**config.mk**
```make
export PLATFORM = sky130hd
export DESIGN_NAME = spatz_boot_ctrl_resp
export DESIGN_NICKNAME = d
export VERILOG_FILES = /design/src/rtl/spatz_boot_ctrl_resp.sv
export SDC_FILE = /design/constraint.sdc
export NUM_CORES = 1
export LEC_CHECK = 0
export ABC_AREA = 1
export BUFFER_PORTS_ARGS = -buffer_cell sky130_fd_sc_hd__buf_2
export CELL_PAD_IN_SITES_DETAIL_PLACEMENT = 0
export CELL_PAD_IN_SITES_GLOBAL_PLACEMENT = 2
export CORE_UTILIZATION = 23
export DETAILED_ROUTE_END_ITERATION = 10
export GPL_ROUTABILITY_DRIVEN = 1
export GPL_TIMING_DRIVEN = 0
export PLACE_DENSITY_LB_ADDON = 0.05
export SYNTH_ARGS = -nofsm -noshare
export SYNTH_HDL_FRONTEND = slang
export SYNTH_SLANG_ARGS = --single-unit
```
**constraint.sdc**
```tcl
create_clock -name clk_i -period 1.8 [get_ports clk_i]
set_clock_uncertainty 0.05 [all_clocks]
set_input_delay 0.36 -clock clk_i [delete_from_list [all_inputs] [get_ports clk_i]]
set_output_delay 0.36 -clock clk_i [all_outputs]
set_load 0.05 [all_outputs]
```
**src/rtl/spatz_boot_ctrl_resp.sv**
```systemverilog
// rtl/spatz_boot_ctrl_resp.sv - boot control register window with req/rsp handshake
// Holds the boot entry point, issues per-core wake pulses and reports sticky status.
module spatz_boot_ctrl_resp #(
  parameter int unsigned           AddrWidth = 48,
  parameter int unsigned           DataWidth = 64,
  parameter int unsigned           NumCores  = 2,
  parameter logic [AddrWidth-1:0]  BaseAddr  = '0,
  localparam int unsigned          StrbWidth = DataWidth / 8
) (
  input  logic                 clk_i,
  input  logic                 rst_ni,
  input  logic [AddrWidth-1:0] q_addr_i,
  input  logic                 q_write_i,
  input  logic [DataWidth-1:0] q_data_i,
  input  logic [StrbWidth-1:0] q_strb_i,
  input  logic [3:0]           q_amo_i,
  input  logic                 q_valid_i,
  output logic                 q_ready_o,
  output logic [DataWidth-1:0] p_data_o,
  output logic                 p_error_o,
  output logic                 p_valid_o,
  input  logic                 p_ready_i,
  output logic [31:0]          entry_point_o,
  output logic [NumCores-1:0]  debug_req_o,
  output logic                 entry_valid_o
);

  typedef enum logic {S_IDLE, S_RESP} state_e;

  state_e                r_state;
  logic [31:0]           r_entry;
  logic                  r_entry_valid;
  logic                  r_woken;
  logic [NumCores-1:0]   r_debug_req;
  logic                  r_p_valid;
  logic [DataWidth-1:0]  r_p_data;
  logic                  r_p_error;

  logic [AddrWidth-1:0]  w_offset;
  logic                  w_hit;
  logic                  w_err;
  logic                  w_sel_boot;
  logic                  w_sel_wake;
  logic                  w_sel_status;
  logic [DataWidth-1:0]  w_rdata;
  logic [NumCores-1:0]   w_mask;
  logic                  w_unused;

  // Addresses below BaseAddr wrap to a huge offset and therefore miss.
  assign w_offset     = q_addr_i - BaseAddr;
  assign w_hit        = (w_offset < AddrWidth'(24)) && (w_offset[2:0] == 3'b000);
  assign w_err        = !w_hit || (q_amo_i != 4'd0);
  assign w_sel_boot   = w_hit && (w_offset[4:3] == 2'd0);
  assign w_sel_wake   = w_hit && (w_offset[4:3] == 2'd1);
  assign w_sel_status = w_hit && (w_offset[4:3] == 2'd2);
  assign w_mask       = q_data_i[NumCores-1:0];
  assign w_unused     = ^{q_data_i[DataWidth-1:32], q_strb_i[StrbWidth-1:4]};

  always_comb begin
    w_rdata = '0;
    if (!q_write_i && !w_err) begin
      if (w_sel_boot)   w_rdata = DataWidth'(r_entry);
      if (w_sel_status) w_rdata = DataWidth'({r_woken, r_entry_valid});
    end
  end

  always_ff @(posedge clk_i or negedge rst_ni) begin
    if (!rst_ni) begin
      r_state       <= S_IDLE;
      r_entry       <= '0;
      r_entry_valid <= 1'b0;
      r_woken       <= 1'b0;
      r_debug_req   <= '0;
      r_p_valid     <= 1'b0;
      r_p_data      <= '0;
      r_p_error     <= 1'b0;
    end else begin
      r_debug_req <= '0;
      case (r_state)
        S_IDLE: begin
          if (q_valid_i) begin
            r_state   <= S_RESP;
            r_p_valid <= 1'b1;
            r_p_data  <= w_rdata;
            r_p_error <= w_err;
            if (q_write_i && !w_err) begin
              if (w_sel_boot) begin
                for (int i = 0; i < 4; i++) begin
                  if (q_strb_i[i]) r_entry[8*i +: 8] <= q_data_i[8*i +: 8];
                end
                if (|q_strb_i[3:0]) r_entry_valid <= 1'b1;
              end
              // The wake pulse fires on acceptance, not on the response handshake.
              if (w_sel_wake && q_strb_i[0]) begin
                r_debug_req <= w_mask;
                if (|w_mask) r_woken <= 1'b1;
              end
            end
          end
        end
        S_RESP: begin
          if (p_ready_i) begin
            r_state   <= S_IDLE;
            r_p_valid <= 1'b0;
            r_p_data  <= '0;
            r_p_error <= 1'b0;
          end
        end
        default: r_state <= S_IDLE;
      endcase
    end
  end

  assign q_ready_o     = rst_ni && (r_state == S_IDLE);
  assign p_valid_o     = r_p_valid;
  assign p_data_o      = r_p_data;
  assign p_error_o     = r_p_error;
  assign entry_point_o = r_entry;
  assign entry_valid_o = r_entry_valid;
  assign debug_req_o   = r_debug_req;

endmodule

```
==> results.yml, run 1 <==
global_route:
  grt_util_met1: 0.1713
  grt_overflow: 0
  grt_busiest_layer: "met2"
  grt_pass1_wl_microns: 17280
  grt_use_met2: 0.2268
  grt_max_degree: 43
  antenna_found_initial: 1
  grt_pass1_vias: 3282
  use_met3: 0.05161
  grt_usage: 0.1396
yosys:
  synth_largest_area_cell: "dfrtp_1"
  ys_warn_count: 0
  netlist_instances: 419
  postSynthAreaPerCell_sq_um: 8.893
  syn-cell-area_sq_um: 3726
  ys_seq_area_frac: 0.4768
  netlist-cell-type-count: 24
  synth.area.top_cells: "dfrtp_1 48%, nand2_1 15%, nand3_2 8.1%, buf_4 6.4%, nand3_1 5.2%"
  ys_ff_latch: 71
  synth_top_area_frac: 0.4768
timing:
  max_freq_mhz: 603.4
  finalCritPeriodShare: 0.9207
  setup_violations: 0
  setup_slack_ps: 142.8
  rsz0062_at_grt: "yes"
  final.min_clock_period_ps: 1657
  finalMaxSlewViolations: 0
  finalHoldViolations: 0
placement:
  pre_cts_slack_ps: -169.1
  numPortBuffers: 162
  hpwl_microns: 8405
  dp.cells: 829
  gp_congestion: 0.6857
floorplan:
  coreArea_sq_um: 15830
  die-area_sq_um: 16710
  die-height_microns: 129.3
  start_util: 0.2354
  row_count: 46
  fp.dieW_microns: 129.3
  ios: 231
final_layout:
  final_cell_count_no_fill: 848
  drive_above_1_share: 0.4358
  final_nets: 757
  area_growth_pct: 43.05
  final_util: 0.3368
  fillCellCount: 1730
worst_setup_path:
  crit_path_max_fanout: 10
  critPathArrivalTime_ps: 1880
  crit_chain: "nor2_4 > inv_2 > nor2_1 > inv_1 > nor2_8 > buf_8 > nand3_2 > nand2_1"
  slowest_stage: "dfrtp_1"
  cp-start-kind: "flop"
  ff2ff_setup_slack_ps: 140
  crit_required_ps: 2020
  max_stage_delay_ps: 460
  worstSetupEndpointType: "flop"
  criticalPathCategory: "flop to flop"
routing:
  routed_wl_microns: 11100
  wire_per_inst_microns: 13.09
  dr.first_iter.drc_count: 131
  ant_nets: 0
  vias: 3325
  dr.pass1.iters: 5
  routed_via_density: 3.921
  drc_errors: 0
power_and_ir_drop:
  p_leak_uw: 0.003119
  peakVddDrop_uv: 411.2
  cellPowerDensity_nw_per_um2: 712.9
clock_network:
  cts_root_buf: "clkbuf_16"
  numClockSinks: 71
  htree_levels: 3
  cts_tree: "done"
  clk_latency_ps: 330
  numCtsBuffers: 9
  clkTransAtPathRegs_ps: 50
  max-clock-path-buffers: 2
flow_run:
  maxCapViolCount: 0
run_status:
  status: "completed"
worst_hold_path:
  hold_path_class: "input pin to async pin"
## area by class of cell
type | count | area (sq um) | share of cell area
Antenna cell | 1 | 2.502 | 0.0004695
Buffer | 44 | 367.9 | 0.06901
Clock buffer | 13 | 260.3 | 0.04883
Clock inverter | 1 | 5.005 | 0.0009390
Inverter | 22 | 85.08 | 0.01596
Multi-Input combinational cell | 313 | 1637 | 0.3070
Sequential cell | 71 | 1777 | 0.3333
Tap cell | 216 | 270.3 | 0.05070
Timing Repair Buffer | 167 | 925.9 | 0.1737
## cells by family (layout without fill, tap and decap cells)
family / after synthesis / count (layout) / share of synthesized area
AO/OA/AOI/OAI: 1 / 1 / 0.002351
AND/OR/NAND/NOR: 280 / 280 / 0.3993
buffers and inverters: 66 / 247 / 0.1205
flip-flops: 71 / 71 / 0.4768
other: 1 / 33 / 0.001006
## cell usage after synthesis
| library cell | n |
|---|---|
| nand2_2 | 1 |
| clkbuf_1 | 3 |
| nand3_1 | 39 |
| nor2_2 | 5 |
| nor2_8 | 3 |
| nor4_4 | 1 |
| nand3_4 | 6 |
| a22o_1 | 1 |
| inv_1 | 20 |
| inv_2 | 1 |
| nand2_1 | 149 |
| nand4_1 | 3 |
| and2_1 | 1 |
| nand3_2 | 30 |
| buf_6 | 6 |
| buf_4 | 32 |
| nor2_1 | 37 |
| nor3_1 | 2 |
| nor2_4 | 2 |
| dfrtp_1 | 71 |
| nand4_2 | 1 |
| conb_1 | 1 |
| buf_8 | 3 |
| inv_4 | 1 |
## path summary, 6_finish.rpt
check | startpoint | end | depth (start not counted)
setup reg to reg | r_state | p_data_o[13] | 8
hold reg to reg | r_woken | r_woken | 2
hold / removal | rst_ni | entry_point_o[2] | 3
min in group clk_i | q_data_i[7] | entry_point_o[7] | 3
setup / recovery | r_state | p_data_o[13] | 8
max in group asynchronous | rst_ni | p_data_o[9] | 4
## flip-flops by register name (all words and copies together), names as in the netlist
register       cells
p_error_o          1
p_valid_o          1
debug_req_o        2
r_woken            1
entry_valid_o      1
p_data_o          32
r_state            1
entry_point_o     32
## placed cells by master (no fill, tap or decap)
cell type | Yosys | routed
nand3_2 | 30 | 30
dlygate4sd3_1 | 0 | 1
buf_6 | 6 | 6
a22o_1 | 1 | 1
inv_4 | 1 | 1
and2_1 | 1 | 1
nand3_4 | 6 | 6
inv_1 | 20 | 20
dfrtp_1 | 71 | 71
buf_12 | 0 | 2
buf_2 | 0 | 161
nand3_1 | 39 | 39
conb_1 | 1 | 32
buf_16 | 0 | 2
nor2_8 | 3 | 3
nor2_4 | 2 | 5
nor3_1 | 2 | 2
nand4_1 | 3 | 3
nor4_4 | 1 | 1
nor2_1 | 37 | 35
inv_2 | 1 | 1
nand2_2 | 1 | 1
clkinv_2 | 0 | 1
diode_2 | 0 | 1
nand2_1 | 149 | 149
nand4_2 | 1 | 1
clkbuf_1 | 3 | 2
clkbuf_8 | 0 | 2
clkbuf_2 | 0 | 3
buf_4 | 32 | 32
nor2_2 | 5 | 4
clkbuf_16 | 0 | 9
buf_8 | 3 | 4
## critical path, delay by kind of cell, from the launching register on
| kind | cells | cell delay, ps |
|---|---|---|
| buf+inv | 3 | 420 |
| flops | 1 | 460 |
| simple gates | 5 | 670 |
## power breakdown
| group | switching (uW) | internal (uW) |
|---|---|---|
| clock | 621 | 990 |
| sequential | 12.7 | 1610 |
| combinational | 379 | 187 |
## timing repair
item,CTS,global route
setup endpoints to repair,47,54
endpoints found under the hold margin,29,0
hold buffers,4,0
gates resized for setup,6,6
setup buffers,0,0
cloned,0,0
## routing by layer
metal	up-vias	share of wire
li1	1688	-
met2	113	0.47
met1	1515	0.44
met3	9	0.079
met5	-	0
met4	0	0.012
## stage by stage
stage	instance area, sq um	power (uW)	hold WS, ps	setup TNS [ps]
2_1_floorplan	3842	1985	14.41	0
3_3_place_gp	4923	2182	407.1	-27850
3_5_place_dp	4954	2189	284.4	-7255
4_1_cts	5315	3884	48.05	0
5_1_grt	5328	3982	62.50	-0.6652
6_report	5330	3800	40.24	0
Power figures use the tool's default switching activity.
==> inputs of run 2 (changes only) <==
- ABC_AREA: 1 -> 0
==> run 2 against run 1 <==
The run now ends with setup timing left. Register-to-register slack got worse by 210 ps. Fmax decreased by 11%. Final cell count decreased by 26%. Worst setup slack got worse by 210 ps. Area after synthesis decreased by 14%. Synthesized cell count decreased by 44%. Combinational power decreased by 3%. Critical path depth decreased by 3. Die area decreased by 14%. Count of clock-buffer cells in the layout decreased by 1. Sequential power about the same. Critical path type unchanged. Largest cell class unchanged. Highest routed layer unchanged.
==> results.yml, run 2 <==
power_and_ir_drop:
  p_leak_uw: 0.002788
  peakVddDrop_uv: 372.9
  cellPowerDensity_nw_per_um2: 765.8
timing:
  finalCritPeriodShare: 1.036
  worst_pin_slew_ps: 502.8
  relSlewSlack: 0.6648
  max_freq_mhz: 536.0
  setup_violations: 32
  final.min_clock_period_ps: 1866
  fin_tns_setup_ps: -1064
  finalHoldViolations: 0
  rsz0062_at_grt: "yes"
  finalMaxSlewViolations: 0
  setup_slack_ps: -65.54
yosys:
  ys_async_sr_fraction: 1.000
  synthSimpleGateAreaFrac: 0.1103
  synth.most_common_cell: "dfrtp_1"
  synth-xor-area-share: 0
  ys.flop_type: "dfrtp_1"
  postSynthAreaPerCell_sq_um: 13.73
  synth_top_family_by_area: "multiplexers"
  synthMuxAreaShare: 0.1197
  ys_ff_latch: 71
  ys_seq_area_frac: 0.5556
  synth_compound_area_frac: 0.1189
  synth_commonest_cells: "71 x dfrtp_1, 35 x buf_4, 34 x mux2_2, 32 x a32o_1, 12 x nor4_1"
  synth_top_area_frac: 0.5556
  synthAdderAreaFrac: 0
  netlist_instances: 233
  synth.area.top_cells: "dfrtp_1 56%, mux2_2 12%, a32o_1 10%, buf_4 8.2%, nor4_4 3.3%"
  ys_warn_count: 0
  synth_largest_area_cell: "dfrtp_1"
  syn-cell-area_sq_um: 3198
  synth_edf_count: 0
  netlist-cell-type-count: 26
clock_network:
  cts_tree: "done"
  htree_levels: 3
  cts_root_buf: "clkbuf_16"
  max-clock-path-buffers: 2
  clkTransAtPathRegs_ps: 60
  clk_latency_ps: 330
  numCtsBuffers: 9
  numClockSinks: 71
placement:
  hpwl_microns: 6944
  gp_congestion: 0.6531
  numPortBuffers: 161
  dpl-instance-area_sq_um: 4528
  pre_cts_slack_ps: -698.9
worst_setup_path:
  cpLargestDelayFamily: "simple AND/OR/NAND/NOR gates"
  criticalPathCategory: "flop to flop"
  cp-start-kind: "flop"
  worstSetupEndpointType: "flop"
  max_stage_delay_ps: 450
  slowest_stage: "dfrtp_2"
  crit_chain: "nor3b_4 > nand4_1 > nor4_4 > buf_12 > mux2_2"
  crit_path_max_fanout: 8
  crit_required_ps: 1960
  crit_buf_inv: 1
  critPathArrivalTime_ps: 2030
final_layout:
  antenna_cells: 0
  mostFrequentLayoutCell: "buf_2"
  final_nets: 576
  area_growth_pct: 59.94
  fin_area_sq_um: 5115
  final_util: 0.3817
  drive_above_1_share: 0.6327
  layout_common_cells: "160 x buf_2, 70 x dfrtp_1, 39 x buf_4, 32 x a32o_1, 32 x conb_1"
routing:
  drc_errors: 0
  routed_via_density: 4.315
  dr.first_iter.drc_count: 77
  wire_per_inst_microns: 15.03
  vias: 2710
  ant_nets: 0
  routed_wl_microns: 9437
  dr.pass1.iters: 4
worst_hold_path:
  hold_path_class: "input pin to async pin"
global_route:
  grt_pass1_wl_microns: 14780
  grt_pass1_vias: 2732
  antenna_found_initial: 0
  grt_max_degree: 66
  grt_usage: 0.1369
  grt_overflow: 0
run_status:
  status: "finished, violations left"
  violations: "setup timing"
floorplan:
  coreArea_sq_um: 13400
  fp.dieW_microns: 119.9
  ios: 231
  start_util: 0.2387
  row_count: 42
  die-area_sq_um: 14380
  die-height_microns: 119.9
flow_run:
  maxCapViolCount: 0
-- run 2: cell types whose count changed in the layout (fill, tap and decap cells not counted), sizes merged, moves of 4 or more --
cell,before,now
a32o,0,32
inv,22,3
nand2,150,1
nor2b,0,5
nor2,47,2
nor4,1,17
and3b,0,4
nand3,75,1
mux2,0,34
-- run 2: metrics by stage --
step                      hold WS (ps)  std cells  total power (uW)
after global routing             21.00        628              4092
after detailed placement         143.5        602              2183
after global placement           398.9        601              2173
after CTS                        12.45        627              3982
final                            1.070        628              3917
after floorplan                  14.41        264              1974
-- run 2: power by group --
part / internal, uW / total (uW) / switching [uW]
Sequential: 1610 / 1620 / 13.2
Clock: 1100 / 1740 / 639
Combinational: 184 / 551 / 366
Total: 2900 / 3920 / 1020
-- run 2: worst register-to-register path: stages (launching register included) --
cell     delay, ps
dfrtp_2        450
nor3b_4        300
nand4_1        210
nor4_4         240
buf_12         180
mux2_2         330
-- run 2: layout make-up --
type                    count  area [sq um]
well taps                 176         220.2
fillers                  1352          8285
multi-input cells         148          1521
flip-flops and latches     71          1778
plain buffers              42         316.6
repair buffers            172         975.9
clock inverters             4         45.04
clock buffers              12         246.5
inverters                   3         11.26
-- run 2: worst paths after layout --
kind / startpoint / end / slack [ps] / cells past startpoint
setup / recovery: r_state / entry_point_o[16] / -70 / 5
hold / removal: rst_ni / p_data_o[21] / 1 / 2
setup reg to reg: r_state / entry_point_o[16] / -70 / 5
hold reg to reg: r_woken / r_woken / 400 / 1
max in group asynchronous: rst_ni / r_state / 1020 / 2
min in group clk_i: p_ready_i / r_state / 190 / 2
-- run 2: timing repair --
item | CTS | global route
setup endpoints to repair | 67 | 65
resized for setup | 41 | 3
setup buffers | 8 | 1
hold endpoints to repair | 6 | 0
pin swaps | 10 | 1
hold buffers | 1 | 0
-- run 2: metal layers --
metal / wire (microns) / GRT usage
met5: 0 / 0
met2: 4476 / 0.2188
met4: 127 / 0.05625
met1: 3994 / 0.1679
met3: 838 / 0.04658
-- run 2: logic make-up after synthesis --
| group | after synthesis |
|---|---|
| mux | 34 |
| other cells | 1 |
| flops | 71 |
| compound gates | 40 |
| buf+inv | 45 |
| simple gates | 42 |
==> inputs of run 3 (changes only) <==
- SETUP_SLACK_MARGIN: default -> 0.3
==> run 3 against run 2 <==
The run still ends with setup timing left. Count of clock-buffer cells in the layout shrank 2. First-iteration DRC count shrank 44%. Critical path depth is the same. Via count grew 2.4%. Register-to-register slack gained 60 ps. Clock power grew 9%. Critical endpoint is now entry_point_o[0].
==> results.yml, run 3 (synthesis gave the netlist of run 2 again) <==
run_status:
  status: "finished, violations left"
  violations: "setup timing"
timing:
  finalCritPeriodShare: 1.005
  setup_slack_ps: -8.629
  finalHoldViolations: 0
  final.min_clock_period_ps: 1809
  rsz0062_at_grt: "yes"
  max_freq_mhz: 552.9
  finalMaxSlewViolations: 0
  setup_violations: 12
  relSlewSlack: 0.4342
  worst_pin_slew_ps: 846.0
  fin_tns_setup_ps: -47.97
global_route:
  grt_overflow: 0
  antenna_found_initial: 0
  grt_usage: 0.1468
  grt_max_degree: 27
  grt_pass1_vias: 2691
  grt_pass1_wl_microns: 15540
floorplan:
  die-area_sq_um: 14380
  coreArea_sq_um: 13400
  ios: 231
  start_util: 0.2387
  row_count: 42
  die-height_microns: 119.9
  fp.dieW_microns: 119.9
clock_network:
  cts_tree: "done"
  numClockSinks: 71
  max-clock-path-buffers: 2
  cts_root_buf: "clkbuf_16"
  numCtsBuffers: 9
  clk_latency_ps: 330
  htree_levels: 3
  clkTransAtPathRegs_ps: 60
routing:
  dr_wl_met3_microns: 979
  met1_length_microns: 4558
  vias: 2774
  routed_wl_microns: 10220
  dr.pass1.iters: 4
  dr.first_iter.drc_count: 43
  routed.top_layer: "met4"
  routed_via_density: 4.341
  drc_errors: 0
  wire_per_inst_microns: 15.99
  met2_length_microns: 4556
  ant_nets: 0
worst_setup_path:
  crit_path_max_fanout: 8
  worstSetupEndpointType: "flop"
  ff2ff_setup_slack_ps: -9
  critPathArrivalTime_ps: 1970
  crit_required_ps: 1960
  cp-start-kind: "flop"
  criticalPathCategory: "flop to flop"
  timing.rr.end: "entry_point_o[0]"
  ff2ff_path_depth: 5
  crit-reg2reg-launch: "r_state"
final_layout:
  final_util: 0.4131
  area_growth_pct: 73.08
  fin_area_sq_um: 5535
  layout_common_cells: "154 x buf_2, 70 x dfrtp_1, 39 x buf_4"
  final_nets: 587
  mostFrequentLayoutCell: "buf_2"
  drive_above_1_share: 0.6566
  antenna_cells: 0
power_and_ir_drop:
  peakVddDrop_uv: 392.4
  cellPowerDensity_nw_per_um2: 748.4
  p_leak_uw: 0.002950
  finalPower_uw: 4143
placement:
  hpwl_microns: 7129
  gp_congestion: 0.6853
  numPortBuffers: 161
  pre_cts_slack_ps: -746.2
  dpl-instance-area_sq_um: 4559
flow_run:
  maxCapViolCount: 0
worst_hold_path:
  hold_path_class: "input pin to async pin"
==> run 3: cell count changes in the layout (fill, tap and decap cells not counted), moves of 3 or more <==
cell,change
nor4_2,-7
buf_8,+5
nor4_4,+7
clkbuf_4,-3
buf_12,+3
nor2b_4,+3
buf_6,+9
mux2_4,+3
mux2_2,-3
buf_2,-6
==> run 3: layer usage <==
layer,up-vias,GRT usage
met5,-,0
met4,0,0.05156
met3,10,0.05608
met2,137,0.2213
met1,1336,0.1906
li1,1291,-
==> run 3: how the worst max path moves through the flow <==
stage,from,end
after floorplan,q_addr_i[13],entry_point_o[0]
after global placement,rst_ni,q_ready_o
after detailed placement,q_addr_i[13],entry_point_o[19]
after CTS,r_state,entry_point_o[0]
after global routing,r_state,entry_point_o[3]
final,r_state,entry_point_o[0]
==> run 3: layout make-up <==
cell class | count | area, sq um
Inverter | 3 | 11.26
Clock inverter | 6 | 83.83
Timing Repair Buffer | 183 | 1231
Clock buffer | 10 | 229.0
Fill cell | 1299 | 7865
Tap cell | 176 | 220.2
Buffer | 42 | 354.1
Multi-Input combinational cell | 148 | 1628
Sequential cell | 71 | 1778
==> run 3: worst max-delay path, cell delays in order, from the launching register on <==
cell     delay [ps]
dfrtp_2         420
nor3b_4         290
nand4_1         210
nor4_4          230
buf_12          190
mux2_4          300
==> run 3: timing repair <==
item	4_1_cts	5_1_grt
hold buffers	2	0
pin swaps	23	27
endpoints found under the setup margin	70	70
resized for setup	62	25
cloned	4	0
hold endpoints to repair	19	0
setup buffers	12	3
==> run 3: metrics by stage <==
stage	std cells	hold slack (ps)
6_report	639	26.91
5_1_grt	639	53.44
4_1_cts	636	51.10
3_5_place_dp	602	218.5
3_3_place_gp	601	385.3
2_1_floorplan	264	14.41
==> run 3: where the power goes <==
group	switching, uW	internal (uW)
clock network	688	1210
logic	394	230
registers	9.67	1610
